## config.mk

```make
export PLATFORM = sky130hd
export DESIGN_NAME = ram_burst_reader
export DESIGN_NICKNAME = d
export VERILOG_FILES = /design/src/rtl/ram_rd_pkg.sv /design/src/rtl/ram_rd_skid_fifo.sv /design/src/rtl/ram_burst_reader.sv
export SDC_FILE = /design/constraint.sdc
export NUM_CORES = 1
export LEC_CHECK = 0
export ABC_AREA = 0
export ABC_CLOCK_PERIOD_IN_PS = 2100
export CAP_MARGIN = 20
export CELL_PAD_IN_SITES_DETAIL_PLACEMENT = 1
export CELL_PAD_IN_SITES_GLOBAL_PLACEMENT = 1
export CORE_ASPECT_RATIO = 0.75
export CORE_UTILIZATION = 32
export DETAILED_ROUTE_END_ITERATION = 12
export PLACE_DENSITY = 0.6
export SETUP_SLACK_MARGIN = 0.2
export SLEW_MARGIN = 20
export SYNTH_ARGS = -nofsm -noshare
export SYNTH_HDL_FRONTEND = slang
export SYNTH_SLANG_ARGS = --single-unit
```

## constraint.sdc

```tcl
create_clock -name clk -period 2.1 [get_ports clk]
set_input_delay 0.42 -clock clk [delete_from_list [all_inputs] [get_ports clk]]
set_output_delay 0.42 -clock clk [all_outputs]
set_load 0.005 [all_outputs]
```

## src/rtl/ram_rd_pkg.sv

```systemverilog
// Shared types and helpers for the RAM burst read path.
// Holds the controller state set, buffer sizing and read-latency lookup.
package ram_rd_pkg;

    typedef enum logic [1:0] {
        IDLE  = 2'd0,
        ISSUE = 2'd1,
        DRAIN = 2'd2
    } rd_state_e;

    localparam int RD_BUF_DEPTH = 4;
    localparam int CNT_WIDTH    = $clog2(RD_BUF_DEPTH + 1);
    localparam int PTR_WIDTH    = $clog2(RD_BUF_DEPTH);

    function automatic int rd_lat(input logic [31:0] mode);
        return (mode == "fwft") ? 0 : 1;
    endfunction

endpackage

```

## src/rtl/ram_rd_skid_fifo.sv

```systemverilog
// Small return-data buffer between the RAM read port and the output stage.
// The head entry is visible combinationally; pop advances it.
module ram_rd_skid_fifo
    import ram_rd_pkg::*;
#(
    parameter int WIDTH = 9
) (
    input  logic                 clk,
    input  logic                 rst,
    input  logic                 push,
    input  logic [WIDTH-1:0]     push_data,
    input  logic                 pop,
    output logic [WIDTH-1:0]     head,
    output logic [CNT_WIDTH-1:0] count
);

    logic [WIDTH-1:0]     mem_q [RD_BUF_DEPTH];
    logic [WIDTH-1:0]     mem_d [RD_BUF_DEPTH];
    logic [PTR_WIDTH-1:0] wr_q, wr_d;
    logic [PTR_WIDTH-1:0] rd_q, rd_d;
    logic [CNT_WIDTH-1:0] cnt_q, cnt_d;
    logic                 do_push;
    logic                 do_pop;

    always_comb begin
        do_push = push && (cnt_q != CNT_WIDTH'(RD_BUF_DEPTH));
        do_pop  = pop && (cnt_q != '0);
        mem_d   = mem_q;
        wr_d    = wr_q;
        rd_d    = rd_q;
        cnt_d   = cnt_q;
        if (do_push) begin
            mem_d[wr_q] = push_data;
            wr_d        = wr_q + 1'b1;
        end
        if (do_pop) begin
            rd_d = rd_q + 1'b1;
        end
        // Push and pop together leave the occupancy unchanged.
        case ({do_push, do_pop})
            2'b10:   cnt_d = cnt_q + 1'b1;
            2'b01:   cnt_d = cnt_q - 1'b1;
            default: cnt_d = cnt_q;
        endcase
    end

    always_ff @(posedge clk or posedge rst) begin
        if (rst) begin
            mem_q <= '{default: '0};
            wr_q  <= '0;
            rd_q  <= '0;
            cnt_q <= '0;
        end else begin
            mem_q <= mem_d;
            wr_q  <= wr_d;
            rd_q  <= rd_d;
            cnt_q <= cnt_d;
        end
    end

    assign head  = mem_q[rd_q];
    assign count = cnt_q;

endmodule

```

## src/rtl/ram_burst_reader.sv

```systemverilog
// Burst read controller for RAM port B: issues wrapped sequential reads
// under a small credit window and streams the words out with a last flag.
module ram_burst_reader
    import ram_rd_pkg::*;
#(
    parameter int          DATA_WIDTH = 8,
    parameter int          DATA_DEPTH = 64,
    parameter int          ADDR_WIDTH = 6,
    parameter int          LEN_WIDTH  = 8,
    parameter logic [31:0] RD_MODE    = "std"
) (
    input  logic                  clk,
    input  logic                  rst,
    input  logic                  cmd_valid,
    output logic                  cmd_ready,
    input  logic [ADDR_WIDTH-1:0] cmd_addr,
    input  logic [LEN_WIDTH-1:0]  cmd_len,
    output logic                  ram_en,
    output logic [ADDR_WIDTH-1:0] ram_addr,
    input  logic [DATA_WIDTH-1:0] ram_dout,
    output logic                  m_valid,
    input  logic                  m_ready,
    output logic [DATA_WIDTH-1:0] m_data,
    output logic                  m_last,
    output logic                  busy
);

    localparam int RD_LAT = rd_lat(RD_MODE);
    localparam int RW     = LEN_WIDTH + 1;

    rd_state_e             state_q, state_d;
    logic [ADDR_WIDTH-1:0] addr_q, addr_d;
    logic [RW-1:0]         rem_q, rem_d;
    logic                  pend_q, pend_d;
    logic                  pend_last_q, pend_last_d;
    logic                  m_valid_q, m_valid_d;
    logic [DATA_WIDTH-1:0] m_data_q, m_data_d;
    logic                  m_last_q, m_last_d;

    logic [CNT_WIDTH-1:0]  fifo_count;
    logic [DATA_WIDTH:0]   fifo_head;
    logic [DATA_WIDTH:0]   fifo_in;
    logic                  fifo_push;
    logic                  fifo_pop;
    logic                  outstanding;
    logic [CNT_WIDTH:0]    used;
    logic                  credit_ok;
    logic                  issue;
    logic                  issue_last;
    logic                  last_acc;

    // Reads in flight plus buffered words may never exceed the buffer.
    always_comb begin
        outstanding = (RD_LAT != 0) && pend_q;
        used        = {1'b0, fifo_count} + {{CNT_WIDTH{1'b0}}, outstanding};
        credit_ok   = used < (CNT_WIDTH + 1)'(RD_BUF_DEPTH);
        issue       = (state_q == ISSUE) && credit_ok;
        issue_last  = (rem_q == RW'(1));
        pend_d      = issue;
        pend_last_d = issue && issue_last;
        if (RD_LAT == 0) begin
            fifo_push = issue;
            fifo_in   = {issue_last, ram_dout};
        end else begin
            fifo_push = pend_q;
            fifo_in   = {pend_last_q, ram_dout};
        end
        fifo_pop = (fifo_count != '0) && (!m_valid_q || m_ready);
        last_acc = m_valid_q && m_ready && m_last_q;
    end

    always_comb begin
        m_valid_d = m_valid_q;
        m_data_d  = m_data_q;
        m_last_d  = m_last_q;
        if (fifo_pop) begin
            m_valid_d = 1'b1;
            m_last_d  = fifo_head[DATA_WIDTH];
            m_data_d  = fifo_head[DATA_WIDTH-1:0];
        end else if (m_ready) begin
            m_valid_d = 1'b0;
            m_last_d  = 1'b0;
        end
    end

    always_comb begin
        state_d = state_q;
        addr_d  = addr_q;
        rem_d   = rem_q;
        case (state_q)
            IDLE: begin
                if (cmd_valid) begin
                    addr_d  = cmd_addr;
                    rem_d   = RW'(cmd_len) + RW'(1);
                    state_d = ISSUE;
                end
            end
            ISSUE: begin
                if (issue) begin
                    addr_d = (addr_q == ADDR_WIDTH'(DATA_DEPTH - 1))
                           ? '0 : addr_q + 1'b1;
                    rem_d  = rem_q - RW'(1);
                    if (issue_last) begin
                        state_d = DRAIN;
                    end
                end
            end
            DRAIN: begin
                if (last_acc) begin
                    state_d = IDLE;
                end
            end
            default: state_d = IDLE;
        endcase
    end

    always_ff @(posedge clk or posedge rst) begin
        if (rst) begin
            state_q     <= IDLE;
            addr_q      <= '0;
            rem_q       <= '0;
            pend_q      <= 1'b0;
            pend_last_q <= 1'b0;
            m_valid_q   <= 1'b0;
            m_data_q    <= '0;
            m_last_q    <= 1'b0;
        end else begin
            state_q     <= state_d;
            addr_q      <= addr_d;
            rem_q       <= rem_d;
            pend_q      <= pend_d;
            pend_last_q <= pend_last_d;
            m_valid_q   <= m_valid_d;
            m_data_q    <= m_data_d;
            m_last_q    <= m_last_d;
        end
    end

    ram_rd_skid_fifo #(
        .WIDTH(DATA_WIDTH + 1)
    ) u_fifo (
        .clk      (clk),
        .rst      (rst),
        .push     (fifo_push),
        .push_data(fifo_in),
        .pop      (fifo_pop),
        .head     (fifo_head),
        .count    (fifo_count)
    );

    assign cmd_ready = (state_q == IDLE) && !rst;
    assign busy      = (state_q != IDLE);
    assign ram_en    = issue;
    assign ram_addr  = addr_q;
    assign m_valid   = m_valid_q;
    assign m_data    = m_data_q;
    assign m_last    = m_last_q;

endmodule

```

### Word level (Yosys, flattened, before mapping)

Cells that the tools add are included.

* memories kept: 0
* bits in registers: 72
* output and inout bits: 19
* memory bits (writable): 0
* latch bits: 0
* bits of input ports: 26
* memory bits (read-only): 0

* muxes and demuxes: 22
* shift operators: 0
* equal/unequal tests: 11
* bitwise gates (word level): 2
* $add $sub $neg: 8
* $lt $le $gt $ge: 4
* multiply operators: 0
* divide/modulo/power cells: 0
* reduce and logical (&&, ||, !) cells: 20

Operators with widths (number)
* two-way mux 9 bit: 5
* bitwise mux 36 bit: 1
* binary-select mux 9 bit (select 2 bit): 1
* demux 9 bit (select 2 bit): 1
* two-way mux 6 bit: 3
* one-hot mux 9 bit (2 select lines): 1
* one-hot mux 6 bit (2 select lines): 1
* adder 8 x 1 -> 9 bit, second input constant: 1
* equality test 9 x 1 -> 1 bit, second input constant: 1
* logical AND 1 bit: 9
* subtractor 9 x 1 -> 9 bit, second input constant: 1
* two-way mux 2 bit: 4
* inequality test 2 bit, second input constant: 4
* nonzero test 2 bit: 4
* adder 6 x 1 -> 6 bit, second input constant: 1
* equality test 6 bit, second input constant: 1
* >= comparator 3 bit, second input constant: 2
* NOT 2 -> 3 bit: 2
* one-hot mux 2 bit (3 select lines): 1
* one-hot mux 3 bit (2 select lines): 1
* adder 2 x 1 -> 2 bit, second input constant: 2
* adder 3 x 1 -> 4 bit: 1
* equality test 2 x 1 -> 1 bit, second input constant: 2
* equality test 2 bit, second input constant: 2
* other kinds (12): 15

### Logic depth before layout (Yosys ltp)

Gate-level depths: netlist of the first run.

* depth in word-level cells: 6
* gate-level depth with buffers: 9
* depth with buffers taken out: 9

### Cells and area by module

A second synthesis of the first run with hierarchy kept.

* cells, all modules: 298
* area total of the unflattened synthesis: 3626.0 µm²

By module, submodules not included
* ram_rd_skid_fifo: area an instance 1951.9 µm², instances 1, seq. area each 1076.0 µm², cells an instance 123
* ram_burst_reader: area an instance 1674.1 µm², instances 1, seq. area each 725.7 µm², cells an instance 175

### Worst setup path before layout of the first run

OpenSTA, ideal clock, no wires.

* path type: reg2reg
* start: register u_fifo.cnt_q[2] (netlist: u_fifo.count[2])
* end: register u_fifo.cnt_q[2] (netlist: u_fifo.count[2])
* path slack: 87 ps
* data required time: 2021 ps
* stages on the path, launching flop included: 10
* arrival: 1934 ps
* path through: dfrtp_1 nor3_1 a21oi_1 buf_4 ha_1 inv_1 fa_1 xor2_1 nor2_1 xor2_1

* word-level cells in the longest chain between the ends: 5
* elaborated cells on any way between the ends: 11
* those cells by class: add/sub (2); eq/ne (3); mux (1); reduce/logical (5)

RTL lines
* from (decl): RTL line ram_rd_skid_fifo.sv:21 `logic [CNT_WIDTH-1:0] cnt_q, cnt_d;`
* from (signal assigned): RTL line ram_rd_skid_fifo.sv:57 `cnt_q <= cnt_d;`
* nonzero test 3 bit (*): RTL line ram_burst_reader.sv:68 `fifo_pop = (fifo_count != '0) && (!m_valid_q || m_ready);`
* logical AND 1 bit (*): RTL line ram_burst_reader.sv:68
* named net fifo_pop: RTL line ram_burst_reader.sv:44 `logic fifo_pop;`
* logical AND 1 bit (*): RTL line ram_rd_skid_fifo.sv:27 `do_pop = pop && (cnt_q != '0);`
* equality test 2 x 1 -> 1 bit / equality test 2 bit (equally long branches): RTL line ram_rd_skid_fifo.sv:40 `case ({do_push, do_pop})`
* one-hot mux 3 bit (2 select lines) / nonzero test 2 bit (equally long branches)

The timed path passes the listed nets; every way through them passes the cells marked *.
A chain may end at the register's enable or synchronous reset.

### Final worst setup path of the first run

* start: register u_fifo.cnt_q[2] (netlist: u_fifo.count[2])
* end: register addr_q[3] (netlist: ram_addr[3])

* word-level cells in the longest chain between the ends: 5

RTL lines
* adder 3 x 1 -> 4 bit: RTL line ram_burst_reader.sv:55 `used = {1'b0, fifo_count} + {{CNT_WIDTH{1'b0}}, outstanding};`
* < comparator 4 x 3 -> 1 bit: RTL line ram_burst_reader.sv:56 `credit_ok = used < (CNT_WIDTH + 1)'(RD_BUF_DEPTH);`
* logical AND 1 bit: RTL line ram_burst_reader.sv:57 `issue = (state_q == ISSUE) && credit_ok;`
* inequality test 2 bit (no line)
* AND reduction 3 bit (no line)
* to (signal assigned): RTL line ram_burst_reader.sv:129 `addr_q <= addr_d;`
* to (decl): RTL line ram_burst_reader.sv:32 `logic [ADDR_WIDTH-1:0] addr_q, addr_d;`

No other way between the ends.

==> impl_metrics.toml, run 1 <==
[hold_path]
hold_path.class = "input port to flop"
worst_hold_path.num_cells = 3
min_to = "m_valid"
worstHoldStart = "m_ready"

[final_layout]
drive_above_1_share = 0.311
nNetsFinal = 404
final_core_util = 0.439
areaGrowthSynthToFinish_pct = 33.8
fillers = 1189
stdcell_count = 513
antenna_cells = 0

[detailed_routing]
dr.pass1.iters = 4
route.detailed.drc = 0
wirelength_mm = 8.90
dr.first_iter.drc_count = 134
viasPerCell = 5.05
post_drt_wl_per_cell_um = 17.3
num_vias = 2590
ant_nets = 0

[power]
ir_drop_uv = 556
power_uw = 7470
power_density_nw_per_um2 = 1560
p_leak_uw = 0.00199

[clocking]
cts-htree-levels = 3
clk_latency_ps = 330
clock-sinks = 72
clock_path_buffers = 2
cts_tree = "built"
cts_hold_buffers = 0
clk_pin_slew_ps = 60
cts_root_buf = "clkbuf_16"
cts_made_buffers = 9

[floorplanning]
rows = 33
dieArea_um2 = 11600
die_h_um = 93.5
start_util = 0.328
io_pins = 45
die_width_um = 124
core-area_um2 = 10900

[worst_setup_path]
path_buf_inv = 7
cpMaxStageDelayCell = "dfrtp_2"
reg2reg_depth = 10
crit_fanout = 8
worstSetupPathType = "flop to flop"
required_ps = 2320
cp_top_family = "buffers and inverters"
slowest_delay_ps = 420
crit_path_start_kind = "flop"
crit_chain = "nor3b_4 > buf_4 > buf_4 > buf_4 > buf_6 > buf_6 > a21oi_4 > buf_12 > clkbuf_16 > a211o_1"
path_common_cell = "buf_4"
r2r_end = "ram_addr[3]"
arrival_ps = 2090
cp-end-kind = "flop"
reg2reg_setup_slack_ps = 220
reg2reg_from = "u_fifo.count[2]"

[grt]
use_met2 = 0.244
global_route.usage.met3 = 0.0476
grt_max_degree = 73
use_met1 = 0.235
overflow = 0
grt_pass1_wl_mm = 14.2
grt_antenna_before_repair = 0
grt_pass1_vias = 2658
top_usage_layer = "met2"
grt.total_usage = 0.165

[yosys]
synth-edff-count = 0
yosys.cell_count.top_type = "dfrtp_1"
netlist.area_leader.share = 0.504
ys_top_cells_by_count = "dfrtp_1, mux2_2, o21ai_0"
synth_ff_type = "dfrtp_1"
ys_types = 49
yosys_warnings = 0
synth_seq_area_share = 0.504
synth.area.top_cells = "dfrtp_1, mux2_2, mux4_2, ha_1, o21ai_0"
yosys.area.top_type = "dfrtp_1"
ys_async_sr_fraction = 1.00
yosys_register_bits = 72
synth_area_per_cell_um2 = 12.0
syn_inst = 298
syn-num-nets = 334
synth_area_um2 = 3570

[sta]
slew_violations = 0
final-setup-viol-count = 0
max_slew_margin = 0.643
clock-skew-final_ps = 5.89
worstMarginPinSlew_ps = 535
rsz0062_at_grt = "yes"
post-route-min-period_ps = 1880
fmax_mhz = 533
fin_crit_sh = 0.893
hold_violations = 0

[placed_design]
numPortBuffers = 44
hpwlAfterDp_mm = 5.89
dp_cells = 485
place.gp.congestion = 0.771

[run]
maxCapViolCount = 0

[outcome]
status = "finished clean"
## cell type report
type / instances / area, um^2 / area share
repair buffers: 68 / 683 / 0.143
clock inverters: 2 / 35.0 / 0.00732
flip-flops and latches: 72 / 1810 / 0.377
multi-input cells: 202 / 1740 / 0.364
clock buffers: 14 / 284 / 0.0594
well taps: 140 / 175 / 0.0366
inverters: 15 / 60.1 / 0.0126
## kinds of logic (layout without fill, tap and decap cells)
logic type | after synthesis | count (layout) | share of synthesized area
AOI/OAI and AO/OA | 55 | 55 | 0.0966
buffers and inverters | 24 | 99 | 0.0305
DFF | 72 | 72 | 0.504
muxes | 55 | 55 | 0.201
xor gates and xnor gates | 10 | 10 | 0.0245
and+or+nand+nor | 72 | 72 | 0.106
adders and majority gates | 10 | 10 | 0.0371
## layer usage
metal | vias to the layer above | share of wire
met4 | 0 | 0.0084
met3 | 5 | 0.036
met5 | - | 0
met1 | 1324 | 0.50
met2 | 42 | 0.46
li1 | 1219 | -
## metrics by stage
step / worst slack (ps) / setup TNS, ps / hold slack [ps] / area [um^2]
floorplan: 265 / 0 / 459 / 3600
global placement: -113 / -113 / 473 / 4280
detailed placement: -196 / -196 / 481 / 4280
CTS: 171 / 0 / 493 / 4670
global route: 137 / 0 / 480 / 4780
finish: 224 / 0 / 442 / 4780
## sequential cells by signal, summed over array words and instances (netlist names), 2 cells and up
name          cells
m_data            8
ram_addr          6
rem_q             9
state_q           2
u_fifo.count      3
u_fifo.mem_q     36
u_fifo.rd_q       2
u_fifo.wr_q       2
## worst max path at each step
stage / startpoint / endpoint / depth (start not counted)
floorplan: u_fifo.count[2] / u_fifo.count[2] / 9
global placement: m_ready / u_fifo.count[2] / 9
detailed placement: m_ready / u_fifo.count[2] / 9
CTS: state_q[0] / ram_addr[3] / 10
global route: u_fifo.count[2] / ram_addr[3] / 10
finish: u_fifo.count[2] / ram_addr[3] / 10
## where the power goes
group	leakage, uW	internal [uW]	total, uW	switching, uW
Combinational	0.000982	1900	3300	1400
Clock	0.000159	1050	1610	559
Sequential	0.000850	2040	2560	514
## timing repair
item,in CTS,in global routing
pin swaps,7,6
setup endpoints to repair,4,10
gates resized for setup,12,11
buffers inserted,8,3
gates cloned,0,1
## cell usage in the layout (no fill, tap or decap), drive strengths merged, types with 2 or more instances in the layout
cell / n
xor2: 5
clkdlybuf4s50: 40
mux4: 9
nor2: 14
buf: 23
o21ai: 21
o211ai: 2
nand3: 13
dfrtp: 72
dlygate4sd2: 2
nor4: 2
a21oi: 14
clkbuf: 15
nor3b: 5
ha: 9
nand2: 20
nand2b: 2
a211oi: 2
nor3: 5
or3: 2
inv: 14
xnor2: 5
mux2i: 2
a31oi: 6
mux2: 44
nand4: 2
## tightest hold or removal path, delay by kind of cell
kind / cells / cell delay (ps)
buffers and inverters: 2 / 250
AO/OA/AOI/OAI: 1 / 60
(Power assumes the default switching activity.)
==> run 2, diff against run 1 <==
--- a/config.mk
+++ b/config.mk
@@ -6,14 +6,14 @@
 export NUM_CORES = 1
 export LEC_CHECK = 0
 export ABC_AREA = 0
-export ABC_CLOCK_PERIOD_IN_PS = 2100
+export ABC_CLOCK_PERIOD_IN_PS = 2330
 export CAP_MARGIN = 20
 export CELL_PAD_IN_SITES_DETAIL_PLACEMENT = 1
 export CELL_PAD_IN_SITES_GLOBAL_PLACEMENT = 1
 export CORE_ASPECT_RATIO = 0.75
 export CORE_UTILIZATION = 32
 export DETAILED_ROUTE_END_ITERATION = 12
-export PLACE_DENSITY = 0.6
+export PLACE_DENSITY = 0.57
 export SETUP_SLACK_MARGIN = 0.2
 export SLEW_MARGIN = 20
 export SYNTH_ARGS = -nofsm -noshare
==> constraint.sdc (replaced) <==
create_clock -name clk -period 2.33 [get_ports clk]
set_input_delay 0.466 -clock clk [delete_from_list [all_inputs] [get_ports clk]]
set_output_delay 0.466 -clock clk [all_outputs]
set_load 0.005 [all_outputs]
==> run 2 against run 1 <==
  * Worst setup slack improved by 160 ps
  * First-iteration DRC count is 37% lower
  * Combinational power fell by 22%
  * Routed wire length is 7.5% lower
  * Global-route usage shrank 0.82 points
==> impl_metrics.toml, run 2 (same netlist as run 1, synthesis figures left out) <==
[sta]
clock-skew-final_ps = 4.93
fin_crit_sh = 0.837
slew_violations = 0
fmax_mhz = 513
rsz0062_at_grt = "no"
fin_tns_setup_ps = 0
worstMarginPinSlew_ps = 726
max_slew_margin = 0.516
final-setup-viol-count = 0
fin_hold_ws_ps = 494
hold_violations = 0
post-route-min-period_ps = 1950

[final_layout]
antenna_cells = 0
final_common_cell = "dfrtp_1"
regMostFlops = "u_fifo.mem_q"
drive_above_1_share = 0.263
fin_area_um2 = 4620
nNetsFinal = 396
final_cell_mix = "dfrtp_1, mux2_2, clkdlybuf4s50_1"
areaGrowthSynthToFinish_pct = 29.2
largest_reg_flops = 36

[run]
maxCapViolCount = 0

[worst_setup_path]
cp-end-kind = "flop"
startpoint = "u_fifo.count[0]"
crit_path_start_kind = "flop"
r2r_end = "u_fifo.count[2]"
required_ps = 2580
reg2reg_depth = 9
crit_fanout = 8
reg2reg_from = "u_fifo.count[0]"
worstSetupPathType = "flop to flop"
reg2reg_setup_slack_ps = 380
arrival_ps = 2200

[placed_design]
dpl_cell_area_um2 = 4260
place.gp.congestion = 0.769
hpwlAfterDp_mm = 6.04
numPortBuffers = 44

[power]
ir_drop_uv = 421
power_frac_seq = 0.366
power_density_nw_per_um2 = 1350
p_comb_frac = 0.413
p_leak_uw = 0.00192
clockPowerShare = 0.221
p_sw_frac = 0.332
power.internal_uw = 4180
switchingPower_uw = 2080

[grt]
grt_antenna_before_repair = 0
grt_pass1_vias = 2579
grt_max_degree = 24
overflow = 0
grt.total_usage = 0.157
grt_pass1_wl_mm = 13.6

[clocking]
clock-sinks = 72
clock_path_buffers = 2
cts_root_buf = "clkbuf_16"
cts-htree-levels = 3
cts_made_buffers = 9
clk_latency_ps = 330
clk_pin_slew_ps = 60
cts_tree = "built"
cts_hold_buffers = 0

[hold_path]
hold_path.class = "flop to flop"
worst_hold_path.num_cells = 1
min_to = "u_fifo.mem_q[2]"
worstHoldStart = "u_fifo.mem_q[2]"

[detailed_routing]
dr.first_iter.drc_count = 85
route.detailed.drc = 0
ant_nets = 0
num_vias = 2510
post_drt_wl_per_cell_um = 16.3
dr.pass1.iters = 4
wirelength_mm = 8.23
viasPerCell = 4.97

[floorplanning]
die_h_um = 93.5
dieArea_um2 = 11600
core-area_um2 = 10900
io_pins = 45
start_util = 0.328
rows = 33
die_width_um = 124

[outcome]
status = "finished clean"
run 2: metrics by stage:
step,utilization,power (uW),instances,setup slack [ps]
final,0.424,6260,505,380
after global routing,0.424,6750,505,199
after CTS,0.421,6330,503,98.2
after detailed placement,0.391,4880,486,-1.58
after global placement,0.391,4780,486,38.4
after floorplan,-,3990,298,317
run 2: worst max path at each step:
stage,endpoint,slack [ps],depth (start not counted)
2_1_floorplan,u_fifo.count[2],320,9
3_3_place_gp,u_fifo.count[2],40,9
3_5_place_dp,u_fifo.count[2],-2,9
4_1_cts,ram_en,100,4
5_1_grt,u_fifo.count[2],200,9
6_report,u_fifo.count[2],380,9
run 2: repair_timing:
item,4_1_cts,5_1_grt
endpoints found under the setup margin,2,3
pin swaps,1,2
resized for setup,5,5
buffers inserted,1,2
run 2: power by group through the flow:
stage / Sequential, uW / Clock [uW] / Combinational (uW)
3_3_place_gp: 2280 / 0 / 2510
6_report: 2290 / 1380 / 2580
5_1_grt: 2380 / 1480 / 2900
2_1_floorplan: 2160 / 0 / 1830
4_1_cts: 2290 / 1430 / 2610
3_5_place_dp: 2310 / 0 / 2570
run 2: critical path: stages (launching register included):
cell	delay, ps
dfrtp_1	440
inv_1	170
a31oi_4	180
inv_1	90
ha_1	160
inv_1	50
fa_1	370
xor2_1	150
nor2_1	110
xor2_1	150
run 2: routing by layer:
layer / share of wire / global-route usage / routed length [um] / vias to the layer above
li1: - / - / - / 1201
met2: 0.45 / 0.230 / 3730 / 31
met5: 0 / 0 / 0 / -
met4: 0.0046 / 0.0357 / 38 / 0
met1: 0.51 / 0.224 / 4220 / 1276
met3: 0.030 / 0.0488 / 247 / 2
run 2: layout make-up:
cell class	count	area, um^2
fill	1198	6280
sequential	72	1800
multi-input combinational	202	1690
timing repair buffer	60	593
clock buffer	14	264
tap	140	175
inverter	15	60.1
clock inverter	2	37.5
==> run 3, diff against run 2 <==
--- a/config.mk
+++ b/config.mk
@@ -6,7 +6,7 @@
 export NUM_CORES = 1
 export LEC_CHECK = 0
 export ABC_AREA = 0
-export ABC_CLOCK_PERIOD_IN_PS = 2330
+export ABC_CLOCK_PERIOD_IN_PS = 1850
 export CAP_MARGIN = 20
 export CELL_PAD_IN_SITES_DETAIL_PLACEMENT = 1
 export CELL_PAD_IN_SITES_GLOBAL_PLACEMENT = 1
==> constraint.sdc (replaced) <==
create_clock -name clk -period 1.85 [get_ports clk]
set_input_delay 0.37 -clock clk [delete_from_list [all_inputs] [get_ports clk]]
set_output_delay 0.37 -clock clk [all_outputs]
set_load 0.005 [all_outputs]
==> run 3 against run 2 <==
  * Sequential share of layout area down 3.1 points
  * Hold slack got worse by 4.4 ps
  * Sequential power rose by 26%
  * Via count increased by 5.7%
  * Clock skew barely moved
  * Final area rose by 9.3%
  * Global-route usage up 1.3 points
  * Utilization increased by 3.9 points
  * Critical path type is now flop to primary output
==> impl_metrics.toml, run 3 (same netlist as run 1, synthesis figures left out) <==
[clocking]
clock_path_buffers = 2
cts-htree-levels = 3
cts_made_buffers = 9
cts_tree = "built"
clk_latency_ps = 330
clock-sinks = 72
cts_root_buf = "clkbuf_16"
clk_pin_slew_ps = 60

[final_layout]
fillers = 1180
areaGrowthSynthToFinish_pct = 41.2
final_common_cell = "dfrtp_1"
drive_above_1_share = 0.409
largest_reg_flops = 36
nNetsFinal = 430
multi_input_area_um2 = 1830
layout.area.seq_um2 = 1810
final_core_util = 0.463
antenna_cells = 0
final_cell_mix = "dfrtp_1, buf_4, mux2_2"
stdcell_count = 539
regMostFlops = "u_fifo.mem_q"

[floorplanning]
core-area_um2 = 10900
io_pins = 45
dieArea_um2 = 11600
start_util = 0.328
die_width_um = 124
rows = 33
die_h_um = 93.5

[grt]
top_usage_layer = "met2"
grt_pass1_vias = 2777
grt_antenna_before_repair = 0
overflow = 0
use_met1 = 0.242
grt_max_degree = 47
grt.total_usage = 0.170
grt_pass1_wl_mm = 14.7
use_met2 = 0.250
global_route.usage.met3 = 0.0415

[sta]
post-route-min-period_ps = 1750
fin_tns_setup_ps = 0
hold_violations = 0
max_slew_margin = 0.676
clock-skew-final_ps = 4.86
fin_crit_sh = 0.947
worstMarginPinSlew_ps = 486
final-setup-viol-count = 0
fmax_mhz = 571
rsz0062_at_grt = "yes"
slew_violations = 0

[detailed_routing]
ant_nets = 0
num_vias = 2653
dr.pass1.iters = 4
dr.first_iter.drc_count = 140
viasPerCell = 4.92
route.detailed.drc = 0
post_drt_wl_per_cell_um = 16.6
wirelength_mm = 8.93

[power]
ir_drop_uv = 650
p_leak_uw = 0.00214
power_density_nw_per_um2 = 1730

[worst_setup_path]
reg2reg_depth = 9
worstSetupPathType = "flop to primary output"
reg2reg_from = "u_fifo.count[2]"
crit_chain = "buf_4 > nor3b_4 > nand2_2 > inv_2 > buf_2"
cp-end-kind = "primary output"
crit_fanout = 2
crit_path_start_kind = "flop"
r2r_end = "u_fifo.count[2]"
cpMaxStageDelayCell = "dfrtp_2"
arrival_ps = 1380
reg2reg_setup_slack_ps = 130
slowest_delay_ps = 400
required_ps = 1480

[run]
maxCapViolCount = 0

[hold_path]
worstHoldStart = "m_ready"
hold_path.class = "input port to flop"
worst_hold_path.num_cells = 3
min_to = "m_valid"

[placed_design]
dp_cells = 500
numPortBuffers = 44
hpwlAfterDp_mm = 6.02
place.gp.congestion = 0.755

[outcome]
status = "finished clean"
run 3: final cells by class:
type | instances | area share
Tap cell | 140 | 0.0347
Multi-Input combinational cell | 202 | 0.363
Inverter | 15 | 0.0129
Sequential cell | 72 | 0.359
Clock buffer | 14 | 0.0563
Clock inverter | 2 | 0.00694
Timing Repair Buffer | 94 | 0.167
run 3: where the power goes:
part           total, uW  internal, uW  switching (uW)  leakage (uW)
sequential          2880          2330             542      0.000845
combinational       4040          2310            1730       0.00114
clock               1820          1190             629      0.000159
run 3: how the worst max path moves through the flow:
stage	startpoint	to	cells past startpoint
floorplan	u_fifo.count[2]	u_fifo.count[2]	9
detailed placement	m_ready	u_fifo.count[2]	9
global route	u_fifo.count[2]	ram_en	5
global placement	m_ready	u_fifo.count[2]	9
CTS	state_q[1]	ram_en	5
finish	u_fifo.count[2]	ram_en	5
run 3: worst max-delay path, delay by kind of cell (launching register included):
kind | cells | cell delay [ps]
AND/OR/NAND/NOR | 2 | 330
buffers and inverters | 3 | 320
flip-flops | 1 | 400
run 3: per-stage QoR:
| stage | hold WS (ps) | total power (uW) | area [um^2] | setup WS, ps |
|---|---|---|---|---|
| 2_1_floorplan | 459 | 5110 | 3610 | 72.8 |
| 3_3_place_gp | 481 | 6210 | 4390 | -272 |
| 3_5_place_dp | 481 | 6330 | 4390 | -313 |
| 4_1_cts | 481 | 8440 | 4870 | 103 |
| 5_1_grt | 506 | 9380 | 5050 | 25.5 |
| 6_report | 490 | 8730 | 5050 | 97.9 |
run 3: layer usage:
layer	up-vias	wire (um)
li1	1275	-
met1	1329	4530
met2	42	4040
met3	7	255
met4	0	101
met5	-	0
run 3: what timing repair did:
| item | 4_1_cts | 5_1_grt |
|---|---|---|
| resized for setup | 32 | 35 |
| hold buffers | 0 | 0 |
| setup buffers | 13 | 10 |
| gates cloned | 0 | 0 |
| setup endpoints to repair | 28 | 49 |
| pin swaps | 7 | 9 |
